File: src/rtl/booth_mul_arbiter.sv
// booth_mul_arbiter: round-robin front end that shares one Booth multiplier
// among NREQ clients. It captures the winner's operands, pulses mul_start,
// waits for mul_done (bounded by TMO cycles) and returns the product.
`timescale 1ns/1ps
module booth_mul_arbiter #(
  parameter int N    = 8,
  parameter int NREQ = 4,
  parameter int TMO  = 64
) (
  input  logic              clk,
  input  logic              rst,
  input  logic [NREQ-1:0]   req,
  input  logic [NREQ*N-1:0] req_m,
  input  logic [NREQ*N-1:0] req_q,
  output logic [NREQ-1:0]   grant,
  output logic [NREQ-1:0]   rsp_valid,
  output logic [2*N-1:0]    rsp_data,
  output logic              rsp_err,
  output logic              busy,
  output logic              mul_start,
  output logic [N-1:0]      mul_m,
  output logic [N-1:0]      mul_q,
  input  logic              mul_done,
  input  logic [2*N-1:0]    mul_data
);

  localparam int IW = $clog2(NREQ);
  localparam int CW = $clog2(TMO);

  typedef enum logic [1:0] {IDLE, ISSUE, WAIT, RESP} state_t;

  state_t          state_q, state_d;
  logic [IW-1:0]   ptr_q;
  logic [IW-1:0]   cur_q;
  logic [IW-1:0]   sel;
  logic [IW-1:0]   ptr_next;
  logic [CW-1:0]   cnt_q;
  logic [NREQ-1:0] cur_oh;
  logic            done_ok;
  logic            tmo_hit;

  // First set request bit at or above p, wrapping modulo NREQ.
  function automatic logic [IW-1:0] rr_pick(input logic [NREQ-1:0] r,
                                            input logic [IW-1:0]   p);
    logic [IW-1:0] pick;
    logic [IW-1:0] jj;
    logic          found;
    int            j;
    pick  = p;
    found = 1'b0;
    for (int i = 0; i < NREQ; i++) begin
      j = int'(p) + i;
      if (j >= NREQ) j = j - NREQ;
      jj = IW'(j);
      if (!found && r[jj]) begin
        pick  = jj;
        found = 1'b1;
      end
    end
    return pick;
  endfunction

  assign sel      = rr_pick(req, ptr_q);
  assign cur_oh   = NREQ'(1) << cur_q;
  assign ptr_next = (cur_q == IW'(NREQ - 1)) ? '0 : cur_q + IW'(1);

  // A done level seen in the first WAIT cycle may be left over from the
  // previous operation, so it is only trusted once the counter has moved.
  assign done_ok  = mul_done && (cnt_q != '0);
  assign tmo_hit  = (cnt_q == CW'(TMO - 1));

  // Next-state and Moore-decoded control outputs.
  always_comb begin
    state_d   = state_q;
    grant     = '0;
    rsp_valid = '0;
    mul_start = 1'b0;
    busy      = (state_q != IDLE);
    case (state_q)
      IDLE:  if (|req) state_d = ISSUE;
      ISSUE: begin
        grant     = cur_oh;
        mul_start = 1'b1;
        state_d   = WAIT;
      end
      WAIT:  if (done_ok || tmo_hit) state_d = RESP;
      RESP:  begin
        rsp_valid = cur_oh;
        state_d   = IDLE;
      end
      default: state_d = IDLE;
    endcase
  end

  // State, arbitration pointer, operand capture, timeout counter and result.
  always_ff @(posedge clk or posedge rst) begin
    if (rst) begin
      state_q  <= IDLE;
      ptr_q    <= '0;
      cur_q    <= '0;
      cnt_q    <= '0;
      mul_m    <= '0;
      mul_q    <= '0;
      rsp_data <= '0;
      rsp_err  <= 1'b0;
    end else begin
      state_q <= state_d;
      case (state_q)
        IDLE: begin
          if (|req) begin
            cur_q <= sel;
            mul_m <= req_m[int'(sel)*N +: N];
            mul_q <= req_q[int'(sel)*N +: N];
          end
        end
        ISSUE: cnt_q <= '0;
        WAIT: begin
          cnt_q <= cnt_q + CW'(1);
          // Done takes priority over a coincident timeout.
          if (done_ok) begin
            rsp_data <= mul_data;
            rsp_err  <= 1'b0;
          end else if (tmo_hit) begin
            rsp_data <= '0;
            rsp_err  <= 1'b1;
          end
        end
        RESP: ptr_q <= ptr_next;
        default: ;
      endcase
    end
  end

endmodule

File: config.mk
export PLATFORM = sky130hd
export DESIGN_NAME = booth_mul_arbiter
export DESIGN_NICKNAME = d
export VERILOG_FILES = /design/src/rtl/booth_mul_arbiter.sv
export SDC_FILE = /design/constraint.sdc
export NUM_CORES = 1
export LEC_CHECK = 0
export ABC_AREA = 1
export BUFFER_PORTS_ARGS = -buffer_cell sky130_fd_sc_hd__buf_4
export CAP_MARGIN = 40
export CORE_MARGIN = 5
export CORE_UTILIZATION = 43
export CTS_CLUSTER_SIZE = 30
export DETAILED_ROUTE_END_ITERATION = 10
export GPL_ROUTABILITY_DRIVEN = 0
export PLACE_DENSITY_LB_ADDON = 0.1
export SLEW_MARGIN = 20
export SYNTH_ARGS = -nofsm -noshare
export SYNTH_HDL_FRONTEND = slang
export SYNTH_SLANG_ARGS = --single-unit
File: constraint.sdc
create_clock -name clk -period 3 [get_ports clk]
set_input_delay 0.3 -clock clk [delete_from_list [all_inputs] [get_ports clk]]
set_output_delay 0.3 -clock clk [all_outputs]
set_load 0.005 [all_outputs]
==> flow_summary.html <==
<table>
<tr><th>Metric</th><th>Value</th></tr>
<tr><th colspan="2">Timing</th></tr>
<tr><td>Headroom to the max-slew limit</td><td>approximately 64%</td></tr>
<tr><td>Total Neg Setup Slack</td><td>0 ns</td></tr>
<tr><td>Tightest Pin Transition</td><td>approximately 0.53 ns</td></tr>
<tr><td>Setup repair after global routing missed its margin</td><td>no</td></tr>
<tr><td>Hold Violations, Final</td><td>0</td></tr>
<tr><td>Skew final</td><td>between 0.01 and 0.015 ns</td></tr>
<tr><td>Highest achievable clock rate</td><td>roughly 0.38 GHz</td></tr>
<tr><td>Final setup margin</td><td>about 0.38 ns</td></tr>
<tr><td>Final setup violation count</td><td>0</td></tr>
<tr><td>Crit share post-route</td><td>between 80% and 90%</td></tr>
<tr><td>Max-slew violation count</td><td>0</td></tr>
<tr><td>Minimum clock period after layout</td><td>around 2.6 ns</td></tr>
<tr><th colspan="2">Clock network</th></tr>
<tr><td>Number of sinks on the clock net</td><td>between 40 and 50</td></tr>
<tr><td>Count of buffers added by post-CTS timing repair for setup</td><td>0</td></tr>
<tr><td>CTS H-tree depth</td><td>2</td></tr>
<tr><td>Clock latency on the worst-skew pair</td><td>between 0.2 and 0.3 ns</td></tr>
<tr><td>TritonCTS clock tree</td><td>yes</td></tr>
<tr><td>Max Root-Sink Buffers</td><td>2</td></tr>
<tr><td>TritonCTS buffer count</td><td>5</td></tr>
<tr><td>Clock slew at the register clock pins of the worst setup and hold paths</td><td>0.08 ns</td></tr>
<tr><td>Clock root buffer</td><td>sky130_fd_sc_hd__clkbuf_8</td></tr>
<tr><th colspan="2">Critical path</th></tr>
<tr><td>Worst setup path class</td><td>reg -&gt; reg</td></tr>
<tr><td>R2R Path End</td><td>mul_m[3]</td></tr>
<tr><td>Critical Path Start Type</td><td>flop</td></tr>
<tr><td>Termination of the worst setup path</td><td>mul_m[3]</td></tr>
<tr><td>Arrival time at the worst endpoint</td><td>~2.8 ns</td></tr>
<tr><td>Startpoint of the most critical setup path</td><td>ptr_q[0]</td></tr>
<tr><td>Worst EP required</td><td>around 3.2 ns</td></tr>
<tr><td>Largest fanout on the critical path</td><td>33</td></tr>
<tr><td>Number of cells on the worst reg-to-reg path</td><td>13</td></tr>
<tr><td>Worst reg2reg setup slack</td><td>about 0.38 ns</td></tr>
<tr><td>CP Capture Type</td><td>flop</td></tr>
<tr><td>Reg-to-reg critical path startpoint</td><td>ptr_q[0]</td></tr>
<tr><th colspan="2">Placement</th></tr>
<tr><td>Placed Area</td><td>4050 um2</td></tr>
<tr><td>Placed wire-length estimate after detailed placement</td><td>between 6 and 7 mm</td></tr>
<tr><td>Pre-CTS setup slack</td><td>approximately 0.41 ns</td></tr>
<tr><td>Cells after DPL</td><td>between 600 and 700</td></tr>
<tr><td>Port buffer count</td><td>roughly 130</td></tr>
<tr><th colspan="2">Route</th></tr>
<tr><td>Total wire length after detailed routing</td><td>roughly 8.5 mm</td></tr>
<tr><td>Vias per cell</td><td>4.70</td></tr>
<tr><td>WL/cell</td><td>around 13 um</td></tr>
<tr><td>DRC violation total after the first TritonRoute iteration</td><td>roughly 140</td></tr>
<tr><td>Detailed-router iteration count before antenna repair</td><td>4</td></tr>
<tr><td>Total vias in the final route</td><td>between 3,000 and 4,000</td></tr>
<tr><td>Post-route antenna net violation count</td><td>0</td></tr>
<tr><td>Drt drc</td><td>0</td></tr>
<tr><th colspan="2">Power</th></tr>
<tr><td>Design Power</td><td>roughly 4.3 mW</td></tr>
<tr><td>Worst vdd ir</td><td>between 0.0004 and 0.0005 V</td></tr>
<tr><td>Ratio of total power to cell area</td><td>1030 nW/um2</td></tr>
<tr><td>Leakage power total</td><td>2.42 nW</td></tr>
<tr><th colspan="2">GRT</th></tr>
<tr><td>Total congestion overflow</td><td>0</td></tr>
<tr><td>Global-route wire length before repair</td><td>13.9 mm</td></tr>
<tr><td>Total routing resource utilization after global routing</td><td>between 10% and 20%</td></tr>
<tr><td>Number of antenna violations at the first check in global routing</td><td>0</td></tr>
<tr><td>Via count of the first global-routing pass</td><td>~3,100</td></tr>
<tr><td>Met2 usage</td><td>29.7%</td></tr>
<tr><td>Busiest metal layer after global routing</td><td>met2</td></tr>
<tr><td>Largest net degree at the start of global routing</td><td>34</td></tr>
<tr><td>GRT met1 Usage</td><td>about a quarter</td></tr>
<tr><td>Global-route track usage on met3</td><td>roughly 5.9%</td></tr>
<tr><th colspan="2">Layout</th></tr>
<tr><td>Ant diodes</td><td>0</td></tr>
<tr><td>Layout cells sized above 1</td><td>27.8%</td></tr>
<tr><td>Most frequent standard cell in the layout excluding fill and tap cells</td><td>sky130_fd_sc_hd__nand2_1</td></tr>
<tr><td>Non-filler cells in the finished layout</td><td>672</td></tr>
<tr><td>Commonest cells after routing, fill and taps aside</td><td>sky130_fd_sc_hd__nand2_1, sky130_fd_sc_hd__buf_4, sky130_fd_sc_hd__nand3_1, sky130_fd_sc_hd__dfrtp_1, sky130_fd_sc_hd__inv_1</td></tr>
<tr><td>Net count of the finished layout</td><td>between 600 and 700</td></tr>
<tr><td>Post-route standard cell area excluding fillers</td><td>approximately 4100 um2</td></tr>
<tr><td>Post-synthesis to final-layout area growth</td><td>36.3%</td></tr>
<tr><th colspan="2">Die</th></tr>
<tr><td>Die width</td><td>between 90 and 100 um</td></tr>
<tr><td>Die footprint</td><td>between 8000 and 9000 um2</td></tr>
<tr><td>Top Ports</td><td>130</td></tr>
<tr><td>Floorplan core area</td><td>6830 um2</td></tr>
<tr><td>Die outline height</td><td>roughly 94 um</td></tr>
<tr><td>Starting Density</td><td>roughly 44%</td></tr>
<tr><td>Number of cell rows</td><td>30</td></tr>
<tr><th colspan="2">Synth</th></tr>
<tr><td>Yosys reg bits</td><td>45</td></tr>
<tr><td>Net count after synthesis</td><td>550</td></tr>
<tr><td>Per-instance average area after synthesis</td><td>6.69 um2</td></tr>
<tr><td>Cell area after synthesis</td><td>approximately 3000 um2</td></tr>
<tr><td>Number of standard cells after synthesis</td><td>between 400 and 500</td></tr>
<tr><td>Yosys warning count</td><td>0</td></tr>
<tr><td>Post-synthesis sequential area ratio</td><td>between 30% and 40%</td></tr>
<tr><td>Distinct cell type count after synthesis</td><td>28</td></tr>
<tr><th colspan="2">Status</th></tr>
<tr><td>Result of the run</td><td>complete, no violations</td></tr>
<tr><th colspan="2">Worst hold path</th></tr>
<tr><td>Min-Delay Path Depth</td><td>3</td></tr>
<tr><td>Type of the worst min-delay path</td><td>in -&gt; reg</td></tr>
<tr><th colspan="2">Job</th></tr>
<tr><td>Number of max-capacitance violations reported</td><td>0</td></tr>
</table>
per-layer routing:
layer / part of all wire [%] / routed length [um]
met4: 1.7 / 145
met3: 8.7 / 738
met2: 44 / 3770
met5: 0 / 0
met1: 45 / 3850
per-stage QoR:
step           util [%]  hold WS, ns
2_1_floorplan         -        0.417
3_3_place_gp       58.9        0.466
3_5_place_dp       59.3        0.284
4_1_cts            60.5        0.192
5_1_grt            60.5        0.196
6_report           60.5        0.200
registers in the layout, indices dropped and copies added, names as in the netlist:
name and flops:
rsp_data 16, mul_m 8, mul_q 8, cnt_q 6, cur_q 2, ptr_q 2, state_q 2, rsp_err 1
power by group:
part	leakage (nW)	internal, mW	total (mW)	switching, mW
Clock	0.0399	0.153	0.340	0.187
Sequential	0.569	0.876	1.07	0.190
Combinational	1.81	1.08	2.86	1.78
worst min-delay path by stage:
stage,from,slack [ns],to
after floorplan,mul_data[0],0.42,rsp_data[0]
after CTS,mul_data[8],0.19,rsp_data[8]
after detailed placement,rst,0.28,rsp_data[13]
final,mul_data[6],0.20,rsp_data[6]
after global placement,mul_m[6],0.47,mul_m[6]
after global routing,mul_data[14],0.20,rsp_data[14]
timing repair:
item,in CTS,in global routing
hold buffers,1,0
endpoints found under the hold margin,12,0
gates resized for setup,0,0
endpoints found under the setup margin,0,0
cell usage after synthesis:
| cell | instances | area (um2) |
|---|---|---|
| sky130_fd_sc_hd__nand2_4 | 5 | 56.3 |
| sky130_fd_sc_hd__o21a_1 | 1 | 7.51 |
| sky130_fd_sc_hd__buf_4 | 5 | 37.5 |
| sky130_fd_sc_hd__nor4_1 | 1 | 6.26 |
| sky130_fd_sc_hd__nand3_1 | 46 | 230 |
| sky130_fd_sc_hd__dfrtp_1 | 45 | 1130 |
| sky130_fd_sc_hd__nand2_2 | 5 | 31.3 |
| sky130_fd_sc_hd__inv_4 | 1 | 6.26 |
| sky130_fd_sc_hd__buf_6 | 4 | 45.0 |
| sky130_fd_sc_hd__nor3_1 | 5 | 25.0 |
| sky130_fd_sc_hd__o22ai_1 | 1 | 6.26 |
| sky130_fd_sc_hd__nand3b_1 | 6 | 45.0 |
| sky130_fd_sc_hd__nand2_1 | 226 | 848 |
| sky130_fd_sc_hd__ha_1 | 10 | 125 |
| sky130_fd_sc_hd__inv_1 | 34 | 128 |
| sky130_fd_sc_hd__clkbuf_1 | 5 | 18.8 |
| sky130_fd_sc_hd__nand3_2 | 2 | 20.0 |
| sky130_fd_sc_hd__buf_2 | 4 | 20.0 |
| sky130_fd_sc_hd__o21ai_0 | 24 | 120 |
| sky130_fd_sc_hd__nor2_8 | 1 | 20.0 |
| sky130_fd_sc_hd__nor2_1 | 10 | 37.5 |
| sky130_fd_sc_hd__clkinv_1 | 1 | 3.75 |
| sky130_fd_sc_hd__a21oi_1 | 3 | 15.0 |
| sky130_fd_sc_hd__a31oi_1 | 1 | 6.26 |
| sky130_fd_sc_hd__nand4_1 | 1 | 6.26 |
| sky130_fd_sc_hd__a22oi_1 | 1 | 7.51 |
| sky130_fd_sc_hd__inv_2 | 4 | 15.0 |
| sky130_fd_sc_hd__nand3_4 | 1 | 17.5 |
layout make-up:
cell class / count / area (um2)
inverter: 40 / 153
multi-input combinational: 350 / 1630
clock buffer: 5 / 68.8
sequential: 45 / 1130
tap: 96 / 120
timing repair buffer: 135 / 1030
clock inverter: 1 / 5.00
fill: 662 / 2700
worst max-delay path: stages (launching register included):
cell,delay [ns]
sky130_fd_sc_hd__dfrtp_1,0.59
sky130_fd_sc_hd__inv_2,0.17
sky130_fd_sc_hd__nand2_1,0.12
sky130_fd_sc_hd__nand2_1,0.07
sky130_fd_sc_hd__o21ai_0,0.19
sky130_fd_sc_hd__nand2_1,0.09
sky130_fd_sc_hd__inv_2,0.11
sky130_fd_sc_hd__nand3_4,0.32
sky130_fd_sc_hd__nand2_4,0.43
sky130_fd_sc_hd__nand2_1,0.09
sky130_fd_sc_hd__nand2_1,0.09
sky130_fd_sc_hd__nand2_1,0.08
sky130_fd_sc_hd__nand3_1,0.10
sky130_fd_sc_hd__nand2_1,0.06
logic make-up after synthesis:
logic type	count (synthesis)	share of synthesized area, %
simple gates	309	44.3
fa+ha+maj	10	4.13
buf+inv	58	9.04
compound gates	31	5.37
flops	45	37.1
(Power assumes the default switching activity.)
